==> src/rtl/act_pkg.sv <==
// Shared types and constants for the activation sign-compare arbiter.
package act_pkg;

  localparam int unsigned LANE_SIG    = 0;
  localparam int unsigned LANE_TANH   = 1;
  localparam int unsigned NLANE       = 2;
  localparam int unsigned XDW_DEFAULT = 16;

  // Lane tag carried alongside an operand through the comparator latency
  typedef struct packed {
    logic vld;
    logic lane;
  } lane_tag_t;

  localparam lane_tag_t TAG_IDLE = '{vld: 1'b0, lane: 1'b0};

endpackage

==> src/rtl/act_cmp_arbiter_if.sv <==
// Lane request/response and shared-comparator signals for act_cmp_arbiter.
interface act_cmp_arbiter_if
  import act_pkg::*;
#(
  parameter int unsigned xDW = XDW_DEFAULT
) ();

  logic [NLANE-1:0]     req_valid;
  logic [NLANE*xDW-1:0] req_x;
  logic [NLANE-1:0]     req_ready;
  logic                 hold;
  logic                 cmp_en;
  logic [xDW-1:0]       cmp_x;
  logic                 cmp_out;
  logic                 cmp_valid;
  logic [NLANE-1:0]     rsp_valid;
  logic                 rsp_ge;
  logic                 err;

  // Lane front ends and comparator side
  modport master (
    output req_valid, req_x, hold, cmp_out, cmp_valid,
    input  req_ready, cmp_en, cmp_x, rsp_valid, rsp_ge, err
  );

  // Arbiter side
  modport slave (
    input  req_valid, req_x, hold, cmp_out, cmp_valid,
    output req_ready, cmp_en, cmp_x, rsp_valid, rsp_ge, err
  );

endinterface

==> src/rtl/act_tag_pipe.sv <==
// Shift register of lane tags matching the shared comparator latency (CMP_LAT+1 stages).
module act_tag_pipe
  import act_pkg::*;
#(
  parameter int unsigned CMP_LAT = 1
) (
  input  logic      clk,
  input  logic      rst_n,
  input  lane_tag_t tag_in,
  output lane_tag_t tag_tail
);

  localparam int unsigned NSTG = CMP_LAT + 1;

  lane_tag_t [NSTG-1:0] stg;

  // Free-running: the comparator cannot stall, so neither does the tag pipe
  always_ff @(posedge clk or negedge rst_n) begin
    if (!rst_n) begin
      stg <= {NSTG{TAG_IDLE}};
    end else begin
      stg <= {stg[NSTG-2:0], tag_in};
    end
  end

  assign tag_tail = stg[NSTG-1];

endmodule

==> src/rtl/act_cmp_arbiter.sv <==
// Round-robin share of one sign comparator between sigmoid and tanh lanes.
// Optional grant counters enabled by defining ACT_CMP_ARB_STATS_EN.
module act_cmp_arbiter
  import act_pkg::*;
#(
  parameter int unsigned xDW     = XDW_DEFAULT,
  parameter int unsigned CMP_LAT = 1
) (
  input  logic               clk,
  input  logic               rst_n,
  act_cmp_arbiter_if.slave   bus
`ifdef ACT_CMP_ARB_STATS_EN
  ,
  output logic [31:0]        gnt_cnt0,
  output logic [31:0]        gnt_cnt1
`endif
);

  logic [NLANE-1:0] gnt;
  logic             xfer;
  logic             rr_ptr;
  logic [xDW-1:0]   x_sel;
  logic             cmp_en_q;
  logic [xDW-1:0]   cmp_x_q;
  logic [NLANE-1:0] rsp_valid_q;
  logic             rsp_ge_q;
  logic             err_q;
  lane_tag_t        tag_in;
  lane_tag_t        tag_tail;

  // Grant: hold blocks everything, a lone request wins, a tie goes to rr_ptr
  always_comb begin
    gnt = '0;
    if (!bus.hold) begin
      if (bus.req_valid == 2'b11) begin
        gnt = rr_ptr ? 2'b10 : 2'b01;
      end else begin
        gnt = bus.req_valid;
      end
    end
  end

  assign xfer   = |gnt;
  assign x_sel  = gnt[1] ? bus.req_x[2*xDW-1:xDW] : bus.req_x[xDW-1:0];
  assign tag_in = '{vld: xfer, lane: gnt[1]};

  always_ff @(posedge clk or negedge rst_n) begin
    if (!rst_n) begin
      rr_ptr   <= 1'b0;
      cmp_en_q <= 1'b0;
      cmp_x_q  <= '0;
    end else begin
      cmp_en_q <= xfer;
      if (xfer) begin
        rr_ptr  <= ~gnt[1];
        cmp_x_q <= x_sel;
      end
    end
  end

  act_tag_pipe #(
    .CMP_LAT (CMP_LAT)
  ) u_tag_pipe (
    .clk      (clk),
    .rst_n    (rst_n),
    .tag_in   (tag_in),
    .tag_tail (tag_tail)
  );

  // Responses are steered by the tag pipe; cmp_valid is only cross-checked
  always_ff @(posedge clk or negedge rst_n) begin
    if (!rst_n) begin
      rsp_valid_q <= '0;
      rsp_ge_q    <= 1'b0;
      err_q       <= 1'b0;
    end else begin
      rsp_valid_q <= tag_tail.vld ? (tag_tail.lane ? 2'b10 : 2'b01) : 2'b00;
      if (tag_tail.vld) begin
        rsp_ge_q <= bus.cmp_out;
      end
      if (tag_tail.vld != bus.cmp_valid) begin
        err_q <= 1'b1;
      end
    end
  end

  assign bus.req_ready = gnt;
  assign bus.cmp_en    = cmp_en_q;
  assign bus.cmp_x     = cmp_x_q;
  assign bus.rsp_valid = rsp_valid_q;
  assign bus.rsp_ge    = rsp_ge_q;
  assign bus.err       = err_q;

`ifdef ACT_CMP_ARB_STATS_EN
  localparam int unsigned CNT_W = 32;

  // Saturating per-lane transfer counters
  always_ff @(posedge clk or negedge rst_n) begin
    if (!rst_n) begin
      gnt_cnt0 <= '0;
      gnt_cnt1 <= '0;
    end else begin
      if (gnt[LANE_SIG] && (gnt_cnt0 != '1)) begin
        gnt_cnt0 <= gnt_cnt0 + CNT_W'(1);
      end
      if (gnt[LANE_TANH] && (gnt_cnt1 != '1)) begin
        gnt_cnt1 <= gnt_cnt1 + CNT_W'(1);
      end
    end
  end
`endif

endmodule
==> src/flat_wrapper.sv <==
// flat-port wrapper written by rule: the top's interface ports become plain ports
module act_cmp_arbiter_flat import act_pkg::*;
#(
  parameter int unsigned xDW     = XDW_DEFAULT,
  parameter int unsigned CMP_LAT = 1
)
  (clk, rst_n, bus_req_valid, bus_req_x, bus_hold, bus_cmp_out, bus_cmp_valid, bus_req_ready, bus_cmp_en, bus_cmp_x, bus_rsp_valid, bus_rsp_ge, bus_err);
  act_cmp_arbiter_if #(.xDW(xDW)) bus_i ();
  input  logic clk;
  input  logic rst_n;
  input wire logic [$bits(bus_i.req_valid)-1:0] bus_req_valid;
  input wire logic [$bits(bus_i.req_x)-1:0] bus_req_x;
  input wire logic [$bits(bus_i.hold)-1:0] bus_hold;
  input wire logic [$bits(bus_i.cmp_out)-1:0] bus_cmp_out;
  input wire logic [$bits(bus_i.cmp_valid)-1:0] bus_cmp_valid;
  output wire logic [$bits(bus_i.req_ready)-1:0] bus_req_ready;
  output wire logic [$bits(bus_i.cmp_en)-1:0] bus_cmp_en;
  output wire logic [$bits(bus_i.cmp_x)-1:0] bus_cmp_x;
  output wire logic [$bits(bus_i.rsp_valid)-1:0] bus_rsp_valid;
  output wire logic [$bits(bus_i.rsp_ge)-1:0] bus_rsp_ge;
  output wire logic [$bits(bus_i.err)-1:0] bus_err;
  assign bus_i.req_valid = bus_req_valid;
  assign bus_i.req_x = bus_req_x;
  assign bus_i.hold = bus_hold;
  assign bus_i.cmp_out = bus_cmp_out;
  assign bus_i.cmp_valid = bus_cmp_valid;
  assign bus_req_ready = bus_i.req_ready;
  assign bus_cmp_en = bus_i.cmp_en;
  assign bus_cmp_x = bus_i.cmp_x;
  assign bus_rsp_valid = bus_i.rsp_valid;
  assign bus_rsp_ge = bus_i.rsp_ge;
  assign bus_err = bus_i.err;
  act_cmp_arbiter #(.xDW(xDW), .CMP_LAT(CMP_LAT)) u_core (.clk(clk), .rst_n(rst_n), .bus(bus_i));
endmodule
==> config.mk <==
export PLATFORM = sky130hd
export DESIGN_NAME = act_cmp_arbiter_flat
export DESIGN_NICKNAME = d
export VERILOG_FILES = /design/src/rtl/act_pkg.sv /design/src/rtl/act_cmp_arbiter_if.sv /design/src/rtl/act_tag_pipe.sv /design/src/rtl/act_cmp_arbiter.sv /design/src/flat_wrapper.sv
export SDC_FILE = /design/constraint.sdc
export NUM_CORES = 1
export LEC_CHECK = 0
export CAP_MARGIN = 40
export CORE_MARGIN = 2
export CORE_UTILIZATION = 40
export CTS_CLUSTER_DIAMETER = 100
export CTS_CLUSTER_SIZE = 10
export DETAILED_ROUTE_END_ITERATION = 8
export PLACE_DENSITY_LB_ADDON = 0.25
export SYNTH_ARGS = -nofsm -noshare
export SYNTH_HDL_FRONTEND = slang
export SYNTH_SLANG_ARGS = --single-unit
==> constraint.sdc <==
create_clock -name clk -period 1.7 [get_ports clk]
set_input_delay 0.255 -clock clk [delete_from_list [all_inputs] [get_ports clk]]
set_output_delay 0.255 -clock clk [all_outputs]
set_load 0.1 [all_outputs]
# Word-level counts from Yosys, hierarchy flattened
# Index checks and enable logic that the tools add are counted.
[classes] bitwise=1 n_reduce_logical=1 n_mux=6 n_eq_ne=2
[ops] operator="16-bit 2-to-1 mux" count=1
[ops] operator="2-bit 2-to-1 mux" count=5
[ops] operator="2-bit == test (second input constant)" count=1
[ops] operator="2-bit OR reduction" count=1
[ops] operator="1-bit != test" count=1
[ops] operator="1-bit inverter" count=1
[word_totals] regBits=25 elab_cells=19 input_bits=39 output_inout_bits=23

# Logic depth before layout (Yosys ltp)
# Gate-level depths: netlist (run 1).
[logic_depth] word_depth=4 mapped_depth=5 ltp_nobuf=3

# By module
# From an unflattened synthesis (run 1), not the netlist that was laid out.
[unflattened] hier_cells=77 area_unflattened_um2=1049.8
[by_module_without_submodules] mod="act_cmp_arbiter" instances=1 cells_each=71 seq_area_each_um2=550.5 area_per_inst_um2=934.6
[by_module_without_submodules] mod="act_tag_pipe" instances=1 cells_each=6 seq_area_each_um2=100.1 area_per_inst_um2=115.1

# Worst setup path after synthesis (run 1)
# OpenSTA, ideal clock, no wires.
[synth_path] path_type="register -> register" startpoint="register u_core.rr_ptr" endpoint="register u_core.u_tag_pipe.stg[0] (netlist bit)" setup_time_ps=265 stages_incl_launch_ff=4 slack_ps=-563 n_path_buf=1 period_less_slack_ps=2263 t_arrival_ps=1998 required_ps=1435 path_cell_list="dfrtp_1 > and2b_4 > buf_2 > nor2_1"
[synth_via] elab_chain_cells=3
[synth_rtl] element="start, declared" line="act_cmp_arbiter.sv:21" source="logic rr_ptr;"
[synth_rtl] element="start signal, assigned" line="act_cmp_arbiter.sv:55" source="rr_ptr <= ~gnt[1];"
[synth_rtl] element="2-bit 2-to-1 mux" line="act_cmp_arbiter.sv:36" source="gnt = rr_ptr ? 2'b10 : 2'b01;"
[synth_rtl] element="2-bit 2-to-1 mux" line="act_cmp_arbiter.sv:35" source="if (bus.req_valid == 2'b11) begin"
[synth_rtl] element="2-bit 2-to-1 mux" line="act_cmp_arbiter.sv:34" source="if (!bus.hold) begin"
[synth_rtl] element="named net bus_req_ready[1]" line="flat_wrapper.sv:16" source="output wire logic [$bits(bus_i.req_ready)-1:0] bus_req_ready;"
[synth_rtl] element="end signal, assigned" line="act_tag_pipe.sv:20" source="stg <= {NSTG{TAG_IDLE}};"
[synth_rtl] element="end signal, assigned" line="act_tag_pipe.sv:22" source="stg <= {stg[NSTG-2:0], tag_in};"
[synth_rtl] element="end, declared" line="act_tag_pipe.sv:15" source="lane_tag_t [NSTG-1:0] stg;"
# The timed path passes the listed nets, and every way through them passes these cells.
# A chain may end at the register's enable or synchronous reset.

# Final worst setup path (run 1)
[layout_path] startpoint="register u_core.rr_ptr" endpoint="output bus_req_ready[1]"
[layout_via] elab_chain_cells=3
[layout_rtl] element="2-bit 2-to-1 mux" line="act_cmp_arbiter.sv:36"
[layout_rtl] element="2-bit 2-to-1 mux" line="act_cmp_arbiter.sv:35"
[layout_rtl] element="2-bit 2-to-1 mux" line="act_cmp_arbiter.sv:34"
[layout_rtl] element="end, declared" line="flat_wrapper.sv:16"
# No other way between the ends.

==> results, run 1 <==
- The flow ran to the end, and the final reports show no timing, DRC or antenna violations.
- The routability congestion estimate is 0.7501.
- The worst setup path is launched from a register.
- The slack of the worst reg-to-reg path is 0.28 ns.
- At the end of the flow, the number of nets in the layout was ~220.
- The share of flip-flops with an asynchronous set or reset is 1.000.
- After detailed routing, the number of vias per cell comes to between 5 and 6.
- The count of routing violations after the opening detailed-route iteration is 24.
- Summed over all layers, the global routing overflow is 0.
- The routed design could run at a clock period as short as about 1.6 ns.
- In this run the critical register-to-register path is launched from u_core.rr_ptr.
- The slowest stage of the critical path is the sky130_fd_sc_hd__dfrtp_1 cell.
- The starting density of the core is 0.4117.
- Setup repair after global routing left no endpoint under its margin.
- The share of the synthesized area in the top cell type is 0.5656.
- The first TritonRoute pass finished after 5 iterations.
- The number of maximum-capacitance constraint violations is 0.
- The count of final max-slew check failures was 0.
- For this block, the via count after detailed routing is ~1100.
- The x dimension of the die is between 50 and 60 um.
- On the worst path, the slowest cell contributes a delay of 0.45 ns.
- By area the synthesized netlist is led by sky130_fd_sc_hd__dfrtp_1, sky130_fd_sc_hd__a31oi_1, sky130_fd_sc_hd__nand3_1.
- Entering global routing, the biggest net connects 34 pins.
- The area growth from synthesis to layout is 85.41%.
- The die is about 57 um tall.
- The detailed placement HPWL is 2295 um.
- The final worst setup slack is roughly 0.11 ns.
- The depth of the worst register-to-register path is 3.
- The share of synthesized area occupied by flip-flops and latches is 0.5656.
- The number of instances in the synthesized netlist is roughly 110.
- Timing analysis after detailed placement gives a worst setup slack of -0.0002924 ns.
- The leakage component of the power is around 0.84 nW.
- In the final layout, the share of cells above drive strength 1 is 0.2247.
- The number of fill cells is about 200.
- After detailed routing, the total wire length is between 3000 and 4000 um.
- The number of nets in the synthesized netlist is 153.
- After synthesis, the mean cell area works out to between 9 and 10 um2.
- The endpoint class of the critical path is an output port.
- Clock-pin slew was measured on the worst setup and hold paths at approximately 0.14 ns.
- Summing all flip-flop and latch instances after layout gives approximately 630 um2.
- TritonCTS built the clock tree.
- The maximum fanout count along the critical path is 9.
- The worst clock skew is roughly 0.0032 ns.
- Timing would allow up to between 600 and 700 MHz.
- Counting distinct cell types in the post-synthesis netlist gives 18.
- Row generation in the floorplan step produced 19 rows.
- Of the available clock period, the critical path in the final layout requires 0.9377.
- Dividing total power by cell area gives a power density of 1006 nW/um2.
- The total power of the final layout is 2.062 mW.
- The worst setup path is of the reg -> out kind.
- The highest routing layer actually used is met4.
- The tightest min-delay check is of the in -> async type.
- The wire length of the first global-routing pass is 5092 um.
- In this run the remaining antenna-violating nets after routing total 0.
- The H-tree depth is 1.
- The relative slew slack is 0.5822.
- The synthesized design contains 25 register bits.
- The cell at the root of the clock tree is sky130_fd_sc_hd__clkbuf_4.
- The most frequent cell after synthesis is sky130_fd_sc_hd__dfrtp_1.
- The number of ports placed on the die boundary is 62.
- The number of flops mapped to enable cells by yosys is 0.
- After detailed routing, the met3 layer carries around 240 um of wire.
- The final routed DRC violation total is 0.
- The critical path data arrival time is ~1.3 ns.
- The maximum vdd drop is between 700 and 800 uV.
- The met1 wire length is between 1000 and 1500 um.
- Summed over all instances, the cell type with the most area after synthesis is sky130_fd_sc_hd__dfrtp_1.
- The longest clock path from root to sink contains 2 buffers.
- By count the netlist is led by sky130_fd_sc_hd__dfrtp_1, sky130_fd_sc_hd__nor2_1, sky130_fd_sc_hd__a31oi_1, sky130_fd_sc_hd__nand3_1, sky130_fd_sc_hd__o21ai_0.
- The cell total after placement is between 200 and 250.
- The total core area is about 2700 um2.
- The total routing resource utilization after global routing is 0.2030.
- After detailed routing, the average wire length per cell comes to about 15 um.
- The endpoint required time on the critical path is between 1 and 1.5 ns.
- Walking the worst path, the cells encountered are and2b_4 > nor2_4 > buf_12.
- The count of final setup violators is 0.
- In the detailed route, the total length drawn on met2 is 1620 um.
- In this run the critical register-to-register path is captured at u_core.bus.cmp_x[8].
- The number of clock sinks seen by CTS is 25.
- The most used flip-flop cell after synthesis is sky130_fd_sc_hd__dfrtp_1.
- The total of buffers placed on input and output ports is 61.
- Counting the buffers created by CTS gives 3.
- The slew at the pin closest to its max-slew limit is 0.6267 ns.
- The floorplan step defined a die boundary enclosing roughly 3200 um2.
- 0 antenna diodes ended up in the layout.
- The number of standard cells in the layout, taps in and fillers out is between 200 and 250.
- The count of endpoints failing hold in the final timing report was 0.
- The multi-input combinational cells in the finished layout cover a total of around 440 um2.
- The via count of the first global-routing pass is roughly 1200.
- At the end of the flow the core is filled with cells to 0.7634.
- The insertion delay of the later-clocked pin in the worst-skew pair is 0.32 ns.
- The Yosys step of the flow raised 0 warnings.
- The synthesized netlist occupies a cell area of about 1100 um2.
- The initial antenna violation count was 0.
## where the power goes
group / switching, mW / internal [mW] / total (mW)
clock: 0.183 / 0.0900 / 0.273
combinational: 0.644 / 0.404 / 1.05
sequential: 0.0768 / 0.665 / 0.741
total: 0.904 / 1.16 / 2.06
## flip-flops by register name (all words and copies together), names as in the netlist
name / cells
u_core.u_tag_pipe.stg: 1
u_core.rr_ptr: 1
u_core.bus.rsp_valid: 2
u_core.bus.rsp_ge: 1
u_core.u_tag_pipe.tag_tail: 2
u_core.bus.cmp_en: 1
u_core.bus.cmp_x: 16
u_core.bus.err: 1
## cell families after synthesis
family | Yosys count | synth area share
DFF | 25 | 0.5656
xor gates and xnor gates | 1 | 0.007920
muxes | 1 | 0.01018
and+or+nand+nor | 42 | 0.1821
buffers and inverters | 10 | 0.05317
AOI/OAI and AO/OA | 35 | 0.1810
## worst max-delay path, delay by kind of cell (launching register included)
family                 cells  cell delay [ns]
DFF                        1             0.45
and+or+nand+nor            2             0.40
buffers and inverters      1             0.17
## cells in the final DEF, fill, tap and decap left out, types with 2 or more instances in the layout
master                            count
sky130_fd_sc_hd__clkdlybuf4s50_1     38
sky130_fd_sc_hd__dfrtp_1             25
sky130_fd_sc_hd__buf_12              24
sky130_fd_sc_hd__nand3_1             16
sky130_fd_sc_hd__o21ai_0             16
sky130_fd_sc_hd__nor2_1              16
sky130_fd_sc_hd__a31oi_1             16
sky130_fd_sc_hd__buf_4                8
sky130_fd_sc_hd__nand2b_1             3
sky130_fd_sc_hd__clkbuf_4             3
sky130_fd_sc_hd__nor2b_1              2
## routing by layer
layer	GRT usage	vias to the layer above
li1	-	531
met1	0.2383	535
met2	0.3688	49
met3	0.04839	3
met4	0.05102	0
met5	0	-
## final cells by class
cell class	instances	area share
well taps	31	0.01891
clock buffers	3	0.01098
clock inverters	1	0.003661
flip-flops and latches	25	0.3051
multi-input cells	79	0.2123
repair buffers	70	0.4491
## how the worst max path moves through the flow
stage / start / to
4_1_cts: u_core.rr_ptr / bus_req_ready[1]
3_3_place_gp: bus_hold / bus_req_ready[1]
2_1_floorplan: u_core.rr_ptr / bus_req_ready[0]
3_5_place_dp: bus_hold / bus_req_ready[1]
5_1_grt: bus_hold / bus_req_ready[1]
6_report: u_core.rr_ptr / bus_req_ready[1]
## stage by stage
step                      hold WS [ns]     TNS, ns  area [um2]
after floorplan               -0.04059           0        1117
final                           0.2774           0        2051
after global routing            0.2756           0        2051
after CTS                       0.2771           0        2036
after global placement          0.3350           0        2003
after detailed placement        0.3379  -0.0002924        2003
## what timing repair did
item                                    in CTS  in global routing
pin swaps                                    0                  0
buffers inserted                             0                  2
hold buffers                                 0                  0
gates resized for setup                      1                  0
endpoints found under the setup margin       1                  1
No activity file was read; power rests on OpenSTA's default activity.
==> run 2, diff against run 1 <==
GPL_ROUTABILITY_DRIVEN = 0   (was unset)
==> results of run 2 <==
No change in the layout: final DEF, timing and power equal those of run 1.
